===== config.mk =====
export PLATFORM = sky130hd
export DESIGN_NAME = custom_bus_slave_flat
export DESIGN_NICKNAME = d
export VERILOG_FILES = /design/src/rtl/custom_bus_slave_if.sv /design/src/rtl/custom_bus_slave.sv /design/src/flat_wrapper.sv
export SDC_FILE = /design/constraint.sdc
export NUM_CORES = 1
export LEC_CHECK = 0
export ABC_AREA = 1
export CELL_PAD_IN_SITES_DETAIL_PLACEMENT = 1
export CELL_PAD_IN_SITES_GLOBAL_PLACEMENT = 2
export CORE_ASPECT_RATIO = 1.2
export CORE_UTILIZATION = 29
export DETAILED_ROUTE_END_ITERATION = 8
export GPL_ROUTABILITY_DRIVEN = 0
export PLACE_DENSITY_LB_ADDON = 0.1
export SETUP_SLACK_MARGIN = 0.05
export SLEW_MARGIN = 20
export SYNTH_ARGS = -nofsm -noshare
export SYNTH_HDL_FRONTEND = slang
export SYNTH_SLANG_ARGS = --single-unit

===== constraint.sdc =====
create_clock -name clk -period 1.7 [get_ports clk]
set_input_delay 0.34 -clock clk [delete_from_list [all_inputs] [get_ports clk]]
set_output_delay 0.34 -clock clk [all_outputs]
set_load 0.02 [all_outputs]

===== src/rtl/custom_bus_slave_if.sv =====
// Custom bus link between a custom_bus_master and a custom_bus_slave.
//  m_req      : master request pulse (one cycle)
//  m_r0_w1    : direction while m_req=1 (0 read, 1 write)
//  m_wr_data  : write data, driven the cycle after s_ack on a write
//  m_done     : master completion pulse
//  m_rd_data  : read data from the slave, valid while s_ack=1 on a read
//  s_ack      : request acknowledge (write) / read response strobe
//  s_data_ack : write data acknowledge
interface custom_bus_slave_if;
    logic       m_req;
    logic       m_r0_w1;
    logic [7:0] m_wr_data;
    logic       m_done;
    logic [7:0] m_rd_data;
    logic       s_ack;
    logic       s_data_ack;

    modport master (
        output m_req, m_r0_w1, m_wr_data, m_done,
        input  m_rd_data, s_ack, s_data_ack
    );

    modport slave (
        input  m_req, m_r0_w1, m_wr_data, m_done,
        output m_rd_data, s_ack, s_data_ack
    );
endinterface


===== src/rtl/custom_bus_slave.sv =====
// Responder end of the custom bus. Bus writes are pushed into an RX FIFO that
// local logic drains; bus reads return one word taken from a local valid/ready
// source. Flow control is done purely by delaying s_ack.
// Ports:
//  clk, rst         clock (rising edge), asynchronous active-high reset
//  bus              custom bus, slave side
//  rx_data/rx_valid RX FIFO head and not-empty flag
//  rx_pop           local pop, ignored when the FIFO is empty
//  rx_count         RX FIFO occupancy
//  rd_src_data/rd_src_valid/rd_src_ready  local read source handshake
//  proto_err        sticky flag: a request arrived while a transaction was open
module custom_bus_slave #(
    parameter int DEPTH       = 4,
    parameter int WAIT_CYCLES = 0
) (
    input  logic                   clk,
    input  logic                   rst,
    custom_bus_slave_if.slave      bus,
    output logic [7:0]             rx_data,
    output logic                   rx_valid,
    input  logic                   rx_pop,
    output logic [$clog2(DEPTH):0] rx_count,
    input  logic [7:0]             rd_src_data,
    input  logic                   rd_src_valid,
    output logic                   rd_src_ready,
    output logic                   proto_err
);
    localparam int          AW      = $clog2(DEPTH);
    localparam logic [AW:0] DEPTH_L = (AW + 1)'(DEPTH);
    localparam logic [3:0]  WAIT_L  = 4'(WAIT_CYCLES);

    typedef enum logic [2:0] {
        IDLE, WR_WAIT, WR_ACK, WR_DATA, WR_DACK, RD_WAIT, RD_ACK, DONE
    } state_t;

    state_t        state_reg;
    logic [3:0]    wait_cnt_reg;
    logic          s_ack_reg;
    logic          s_data_ack_reg;
    logic [7:0]    m_rd_data_reg;
    logic          proto_err_reg;

    logic [7:0]    mem [DEPTH];
    logic [AW-1:0] wr_ptr_reg;
    logic [AW-1:0] rd_ptr_reg;
    logic [AW:0]   count_reg;

    logic          wait_done;
    logic          push_fire;
    logic          pop_fire;
    logic          space_ok;

    // The counter saturates at WAIT_CYCLES so an indefinite stall cannot wrap it.
    assign wait_done = (wait_cnt_reg >= WAIT_L);
    assign push_fire = (state_reg == WR_DATA);
    assign pop_fire  = rx_pop && (count_reg != '0);
    // A pop in the same cycle frees a slot at this edge, so the write may be
    // acknowledged straight away. The slot stays reserved because only this
    // FSM pushes.
    assign space_ok  = (count_reg < DEPTH_L) || pop_fire;

    // rd_src_ready must coincide with the cycle the data is captured.
    assign rd_src_ready = (state_reg == RD_WAIT) && wait_done && rd_src_valid;

    assign bus.s_ack      = s_ack_reg;
    assign bus.s_data_ack = s_data_ack_reg;
    assign bus.m_rd_data  = m_rd_data_reg;
    assign proto_err      = proto_err_reg;

    assign rx_count = count_reg;
    assign rx_valid = (count_reg != '0);
    assign rx_data  = rx_valid ? mem[rd_ptr_reg] : 8'h00;

    // Transaction FSM; the ack strobes are set on entry to their states so they
    // are registered and last exactly one cycle.
    always_ff @(posedge clk or posedge rst) begin
        if (rst) begin
            state_reg      <= IDLE;
            wait_cnt_reg   <= '0;
            s_ack_reg      <= 1'b0;
            s_data_ack_reg <= 1'b0;
            m_rd_data_reg  <= 8'h00;
            proto_err_reg  <= 1'b0;
        end else begin
            s_ack_reg      <= 1'b0;
            s_data_ack_reg <= 1'b0;
            if (bus.m_req && (state_reg != IDLE)) begin
                proto_err_reg <= 1'b1;
            end
            case (state_reg)
                IDLE: begin
                    wait_cnt_reg <= '0;
                    if (bus.m_req) begin
                        state_reg <= bus.m_r0_w1 ? WR_WAIT : RD_WAIT;
                    end
                end
                WR_WAIT: begin
                    if (wait_done && space_ok) begin
                        state_reg <= WR_ACK;
                        s_ack_reg <= 1'b1;
                    end else if (!wait_done) begin
                        wait_cnt_reg <= wait_cnt_reg + 4'd1;
                    end
                end
                WR_ACK: begin
                    state_reg <= WR_DATA;
                end
                WR_DATA: begin
                    state_reg      <= WR_DACK;
                    s_data_ack_reg <= 1'b1;
                end
                WR_DACK: begin
                    state_reg <= DONE;
                end
                RD_WAIT: begin
                    if (wait_done && rd_src_valid) begin
                        state_reg     <= RD_ACK;
                        s_ack_reg     <= 1'b1;
                        m_rd_data_reg <= rd_src_data;
                    end else if (!wait_done) begin
                        wait_cnt_reg <= wait_cnt_reg + 4'd1;
                    end
                end
                RD_ACK: begin
                    state_reg     <= DONE;
                    m_rd_data_reg <= 8'h00;
                end
                DONE: begin
                    if (bus.m_done) begin
                        state_reg <= IDLE;
                    end
                end
                default: begin
                    state_reg <= IDLE;
                end
            endcase
        end
    end

    // Storage has no reset: clearing the pointers is enough to discard contents.
    always_ff @(posedge clk) begin
        if (push_fire) begin
            mem[wr_ptr_reg] <= bus.m_wr_data;
        end
    end

    always_ff @(posedge clk or posedge rst) begin
        if (rst) begin
            wr_ptr_reg <= '0;
            rd_ptr_reg <= '0;
            count_reg  <= '0;
        end else begin
            if (push_fire) begin
                wr_ptr_reg <= wr_ptr_reg + AW'(1);
            end
            if (pop_fire) begin
                rd_ptr_reg <= rd_ptr_reg + AW'(1);
            end
            case ({push_fire, pop_fire})
                2'b10:   count_reg <= count_reg + (AW + 1)'(1);
                2'b01:   count_reg <= count_reg - (AW + 1)'(1);
                default: count_reg <= count_reg;
            endcase
        end
    end
endmodule

===== src/flat_wrapper.sv =====
// flat-port wrapper written by rule: the top's interface ports become plain ports
module custom_bus_slave_flat 
#(
    parameter int DEPTH       = 4,
    parameter int WAIT_CYCLES = 0
)
  (clk, rst, rx_data, rx_valid, rx_pop, rx_count, rd_src_data, rd_src_valid, rd_src_ready, proto_err, bus_m_req, bus_m_r0_w1, bus_m_wr_data, bus_m_done, bus_m_rd_data, bus_s_ack, bus_s_data_ack);
  custom_bus_slave_if bus_i ();
  input  logic clk;
  input  logic rst;
  output logic [7:0] rx_data;
  output logic rx_valid;
  input  logic rx_pop;
  output logic [$clog2(DEPTH):0] rx_count;
  input  logic [7:0] rd_src_data;
  input  logic rd_src_valid;
  output logic rd_src_ready;
  output logic proto_err;
  input wire logic [$bits(bus_i.m_req)-1:0] bus_m_req;
  input wire logic [$bits(bus_i.m_r0_w1)-1:0] bus_m_r0_w1;
  input wire logic [$bits(bus_i.m_wr_data)-1:0] bus_m_wr_data;
  input wire logic [$bits(bus_i.m_done)-1:0] bus_m_done;
  output wire logic [$bits(bus_i.m_rd_data)-1:0] bus_m_rd_data;
  output wire logic [$bits(bus_i.s_ack)-1:0] bus_s_ack;
  output wire logic [$bits(bus_i.s_data_ack)-1:0] bus_s_data_ack;
  assign bus_i.m_req = bus_m_req;
  assign bus_i.m_r0_w1 = bus_m_r0_w1;
  assign bus_i.m_wr_data = bus_m_wr_data;
  assign bus_i.m_done = bus_m_done;
  assign bus_m_rd_data = bus_i.m_rd_data;
  assign bus_s_ack = bus_i.s_ack;
  assign bus_s_data_ack = bus_i.s_data_ack;
  custom_bus_slave #(.DEPTH(DEPTH), .WAIT_CYCLES(WAIT_CYCLES)) u_core (.clk(clk), .rst(rst), .bus(bus_i), .rx_data(rx_data), .rx_valid(rx_valid), .rx_pop(rx_pop), .rx_count(rx_count), .rd_src_data(rd_src_data), .rd_src_valid(rd_src_valid), .rd_src_ready(rd_src_ready), .proto_err(proto_err));
endmodule

; After elaboration in Yosys (flattened, before gate mapping)
; Memory sizes are Yosys's and may differ from the RTL's.
; Cells that the tools add are included.
[word_totals]
n_memories = 1
in_bits = 23
regBits = 25
mem_bits_rw = 32
output_inout_bits = 24
elab_cells = 68
[mem_list]
columns = name, depth, word_bits, read_ports, rd_ports_with_merged_regs, write_ports, line
row1 = u_core.mem, 4, 8, 1, 0, 1, custom_bus_slave.sv:43  ; logic [7:0] mem [DEPTH];
[op_classes]
reduce_logical = 17
eq_ne = 15
n_mux = 19
add_sub_neg = 5
n_lt_le_gt_ge = 2
[ops]
columns = cell, n
row1 = case mux 3 bit (7 select lines), 1
row2 = two-way mux 8 bit, 2
row3 = case mux 8 bit (2 select lines), 1
row4 = two-way mux 3 bit, 5
row5 = equality test 3 bit (second input constant), 4
row6 = two-way mux 4 bit, 3
row7 = case mux 4 bit (3 select lines), 1
row8 = inequality test 2 bit (second input constant), 5
row9 = nonzero test 3 bit, 3
row10 = equality test 3 x 2 -> 1 bit (second input constant), 2
row11 = logical AND 1 bit, 6
row12 = case mux 3 bit (2 select lines), 1
row13 = adder 2 x 1 -> 2 bit (second input constant), 2
row14 = adder 4 x 1 -> 4 bit (second input constant), 1
row15 = greater-or-equal comparator 4 x 1 -> 1 bit (second input constant), 1
row16 = two-way mux 1 bit, 4
row17 = AND reduction 4 bit, 1
row18 = nonzero test 2 bit, 2
row19 = adder 3 x 1 -> 3 bit (second input constant), 1
row20 = equality test 3 x 1 -> 1 bit (second input constant), 1
row21 = logical NOT 3 bit, 1
row22 = < comparator 3 bit (second input constant), 1
row23 = AND reduction 3 bit, 1
row24 = subtractor 3 x 1 -> 3 bit (second input constant), 1
row25 = 7 further kinds, 7

; Logic depth before layout (Yosys ltp)
[depth]
ltp_word = 6
ltp_mapped = 10
depth_no_buf = 10

; Worst setup path after synthesis
; No wires, ideal clock.
[synth_path]
path_kind = reg-to-reg
startpoint = register u_core.count_reg[2], in the netlist u_core.rx_count[2]
endpoint = register u_core.count_reg[2], in the netlist u_core.rx_count[2]
path_buffers = 0
t_arrival_ps = 1852
path_slack_ps = -283
stages_incl_launch_ff = 11
setup_time_ps = 131
path_cell_list = dfrtp_1 > inv_1 > nand2_1 > nand2_1 > inv_1 > ha_1 > inv_1 > fa_1 > a21oi_1 > o21ai_0 > xor2_1
[synth_between]
elab_chain_len = 4
elab_cells_between_ends = 8
cone_classes = 2 x add/sub / 2 x eq/ne / 1 x mux / 3 x reduce/logical
[synth_rtl]
columns = element, line
row1 = start: declaration, custom_bus_slave.sv:46  ; logic [AW:0] count_reg;
row2 = start signal: assignment, custom_bus_slave.sv:160  ; 2'b10: count_reg <= count_reg + (AW + 1)'(1);
row3 = start signal: assignment, custom_bus_slave.sv:161  ; 2'b01: count_reg <= count_reg - (AW + 1)'(1);
row4 = start signal: assignment, custom_bus_slave.sv:162  ; default: count_reg <= count_reg;
row5 = nonzero test 3 bit *, -
row6 = via rx_valid, flat_wrapper.sv:12  ; output logic rx_valid;
row7 = logical AND 1 bit *, custom_bus_slave.sv:56  ; assign pop_fire = rx_pop && (count_reg != '0);
row8 = via u_core.pop_fire, custom_bus_slave.sv:50  ; logic pop_fire;
row9 = equality test 2 x 1 -> 1 bit / equality test 2 bit (equally long branches), custom_bus_slave.sv:159  ; case ({push_fire, pop_fire})
row10 = case mux 3 bit (2 select lines) / nonzero test 2 bit (equally long branches), -
; Mark *: on every way through the listed nets, which the timed path passes. The rest lies on a longest branch.
; A chain may end at the register's enable or synchronous reset.

; Worst setup path in the final report
[layout_path]
startpoint = register u_core.rd_ptr_reg[0]
endpoint = output port rx_data[0]
[layout_between]
elab_chain_len = 2
[layout_rtl]
columns = element, line
row1 = start: declaration, custom_bus_slave.sv:45  ; logic [AW-1:0] rd_ptr_reg;
row2 = start signal: assignment, custom_bus_slave.sv:157  ; rd_ptr_reg <= rd_ptr_reg + AW'(1);
row3 = memory (4 x 8 bit), -
row4 = two-way mux 8 bit, custom_bus_slave.sv:72  ; assign rx_data = rx_valid ? mem[rd_ptr_reg] : 8'h00;
row5 = end: declaration, flat_wrapper.sv:11  ; output logic [7:0] rx_data;
; Every way passes these cells.

==> results.ini <==
[flow_run]
max_cap_violations=0

[placed_design]
placed_area_sq_um=3140
numPortBuffers=46
place_hpwl_um=4290
dp_worst_setup_slack_ns=-0.296

[die]
coreArea_sq_um=7710
die_height_um=99.8
die_w_um=83.5
num_rows=35
die_area_sq_um=8330
initial_utilization_pct=30.0
ios=47

[yosys]
syn_area_sq_um=2310
muxShareOfSynthArea_pct=0
ys.warnings.count=0
ys_seq_area_share_pct=64.3
synth_fp_nets=252
synth.distinct_cells=23
avgSynthCellArea_sq_um=10.4
synth_compound_area_share_pct=7.15
netlist_instances=223
ys_ff_latch=53
synth_fa_ha_area_share_pct=3.57
yosys.area_share.simple_pct=18.0
synthXorXnorAreaFrac_pct=1.52
synth_top_family_by_area=simple AND/OR/NAND/NOR gates

[drt]
vias=1853
totalWireLength_um=5980
routedWlPerCell_um=14.8
drtAntennaViolNets=0
drtPass1Iterations=4
drt_iter0_drc=69
viasPerCell=4.59
drc_errors=0

[layout]
finalInstanceArea_sq_um=3360
layout.nets=340
largest_reg_flops=32
area_growth_pct=45.4
drive_gt1_share_pct=28.8
antenna-diode-count=0

[global_routing]
grt_util_all_layers_pct=15.9
grt_pass1_vias=2022
grt_pass1_wl_um=10100
antenna_found_initial=0
grt_max_degree=22
grt-ovfl-total=0

[sta]
worst_slew_pin_slew_ns=0.372
max_freq_mhz=556
period_share_pct=106
drv_slew=0
rsz0062_at_grt=true
hold_viol_final=0
finalSetupViolCount=9
worst_slack_ns=-0.0989
slew_headroom_pct=75.1
finalClockSkew_ns=0.00853
period_minus_slack_ns=1.80

[worst_hold_path]
hp-class=primary input to async pin

[critical_path]
timing.rr.start=u_core.rx_count[1]
crit_type=flip-flop to output port
regToRegSetupSlack_ns=-0.01
critPathCaptureType=output port
reg2reg_depth=11
start_kind=flip-flop
crit_required_ns=1.36
worstPathArrival_ns=1.46
cp_max_fo=5
r2r_end=u_core.rx_count[2]

[clock_tree]
holdBufCountCts=0
tritoncts=built
clockBufferDepth=2
cts_sinks=53
h-tree-depth=2
root_buffer=clkbuf_8
path_clk_slew_ns=0.10
clk_latency_ns=0.31
cts_buffers=5

[outcome]
status=finished with violations
failed_checks=setup timing

[power]
p_leak_nw=1.58
ir_worst_vdd_uv=730
cellPowerDensity_nw_per_um2=1800

==> cell usage after synthesis <==
| library cell | count | area share, % |
|---|---|---|
| nor2_1 | 47 | 7.6 |
| edfxtp_1 | 32 | 42 |
| nand2_1 | 30 | 4.9 |
| dfrtp_1 | 21 | 23 |
| inv_1 | 20 | 3.2 |
| o21ai_0 | 20 | 4.3 |
| nand3_1 | 16 | 3.5 |
| a21oi_1 | 10 | 2.2 |
| ha_1 | 5 | 2.7 |
| inv_2 | 5 | 0.81 |
| xor2_1 | 3 | 1.1 |
| buf_4 | 2 | 0.65 |
| o21bai_1 | 2 | 0.65 |
| buf_2 | 1 | 0.22 |
| clkbuf_2 | 1 | 0.22 |
| fa_1 | 1 | 0.87 |
| inv_4 | 1 | 0.27 |
| nand2_2 | 1 | 0.27 |
| nand3_2 | 1 | 0.43 |
| nand4_1 | 1 | 0.27 |
| nor2_8 | 1 | 0.87 |
| nor3_1 | 1 | 0.22 |
| xnor2_1 | 1 | 0.38 |
==> worst max-delay path, stage by stage (launching register included) <==
cell	delay, ns
dfrtp_1	0.41
buf_6	0.14
inv_4	0.07
buf_6	0.12
o21ai_1	0.08
a21oi_2	0.16
buf_4	0.16
==> power breakdown <==
group	internal [mW]	switching, mW	total (mW)
Combinational	1.54	1.86	3.40
Sequential	1.72	0.189	1.91
Clock	0.294	0.449	0.743
Total	3.55	2.50	6.05
==> placed cells by master (no fill, tap or decap), drive strengths merged <==
| cell type | synthesis | layout |
|---|---|---|
| o21bai | 2 | 2 |
| dlymetal6s2s | 0 | 7 |
| inv | 26 | 27 |
| xnor2 | 1 | 1 |
| edfxtp | 32 | 32 |
| nand3 | 17 | 17 |
| clkdlybuf4s50 | 0 | 25 |
| o21ai | 20 | 20 |
| clkinv | 0 | 1 |
| nand4 | 1 | 1 |
| dlygate4sd2 | 0 | 4 |
| nor2 | 48 | 48 |
| xor2 | 3 | 3 |
| clkbuf | 1 | 5 |
| ha | 5 | 5 |
| fa | 1 | 1 |
| buf | 3 | 49 |
| clkinvlp | 0 | 1 |
| nand2 | 31 | 31 |
| a21oi | 10 | 10 |
| dfrtp | 21 | 21 |
| nor3 | 1 | 1 |
==> area by class of cell <==
cell class | count | area [sq um]
Tap cell | 92 | 115
Clock buffer | 5 | 68.8
Inverter | 26 | 108
Timing Repair Buffer | 85 | 772
Fill cell | 872 | 4350
Sequential cell | 53 | 1490
Multi-Input combinational cell | 140 | 786
Clock inverter | 3 | 21.3
==> stage by stage <==
step	cells	setup TNS (ns)	total power, mW	hold WS (ns)	util [%]
floorplan	223	0	3.62	0.316	-
global route	404	-1.51	6.53	0.408	43.6
detailed placement	388	-2.56	5.13	0.480	40.7
finish	404	-0.551	6.05	0.367	43.6
CTS	402	-0.716	6.04	0.377	42.8
global placement	388	-2.31	5.08	0.471	40.7
==> worst max path at each step <==
stage,from,end,slack (ns),cells past startpoint
after floorplan,u_core.rx_count[0],u_core.rx_count[2],0.007,10
after global placement,rd_src_valid,rd_src_ready,-0.28,4
after detailed placement,rd_src_valid,rd_src_ready,-0.30,4
after CTS,u_core.rd_ptr_reg[0],rx_data[0],-0.11,6
after global routing,u_core.rd_ptr_reg[0],rx_data[4],-0.20,6
final,u_core.rd_ptr_reg[0],rx_data[0],-0.1,6
==> timing repair <==
| action | in CTS | in global routing |
|---|---|---|
| gates cloned | 1 | 0 |
| endpoints found under the setup margin | 16 | 18 |
| gates resized for setup | 81 | 22 |
| endpoints found under the hold margin | 0 | 0 |
| pin swaps | 9 | 8 |
| setup buffers | 5 | 2 |
==> logic make-up (layout without fill, tap and decap cells) <==
kind of cell,Yosys count,count (layout)
XOR/XNOR,4,4
AO/OA/AOI/OAI,32,32
flip-flops,53,53
buffers and inverters,30,119
AND/OR/NAND/NOR,98,98
adder cells (fa/ha/maj),6,6
==> routing by layer <==
layer  GRT usage [%]  routed length, um  part of all wire [%]  vias up
met2            31.4               3410                    57       35
met5               0                  0                     0        -
met3            3.04                219                   3.7        5
met4            4.30                 66                   1.1        0
li1                -                  -                     -      909
met1            17.1               2290                    38      904
Power figures use the tool's default switching activity.
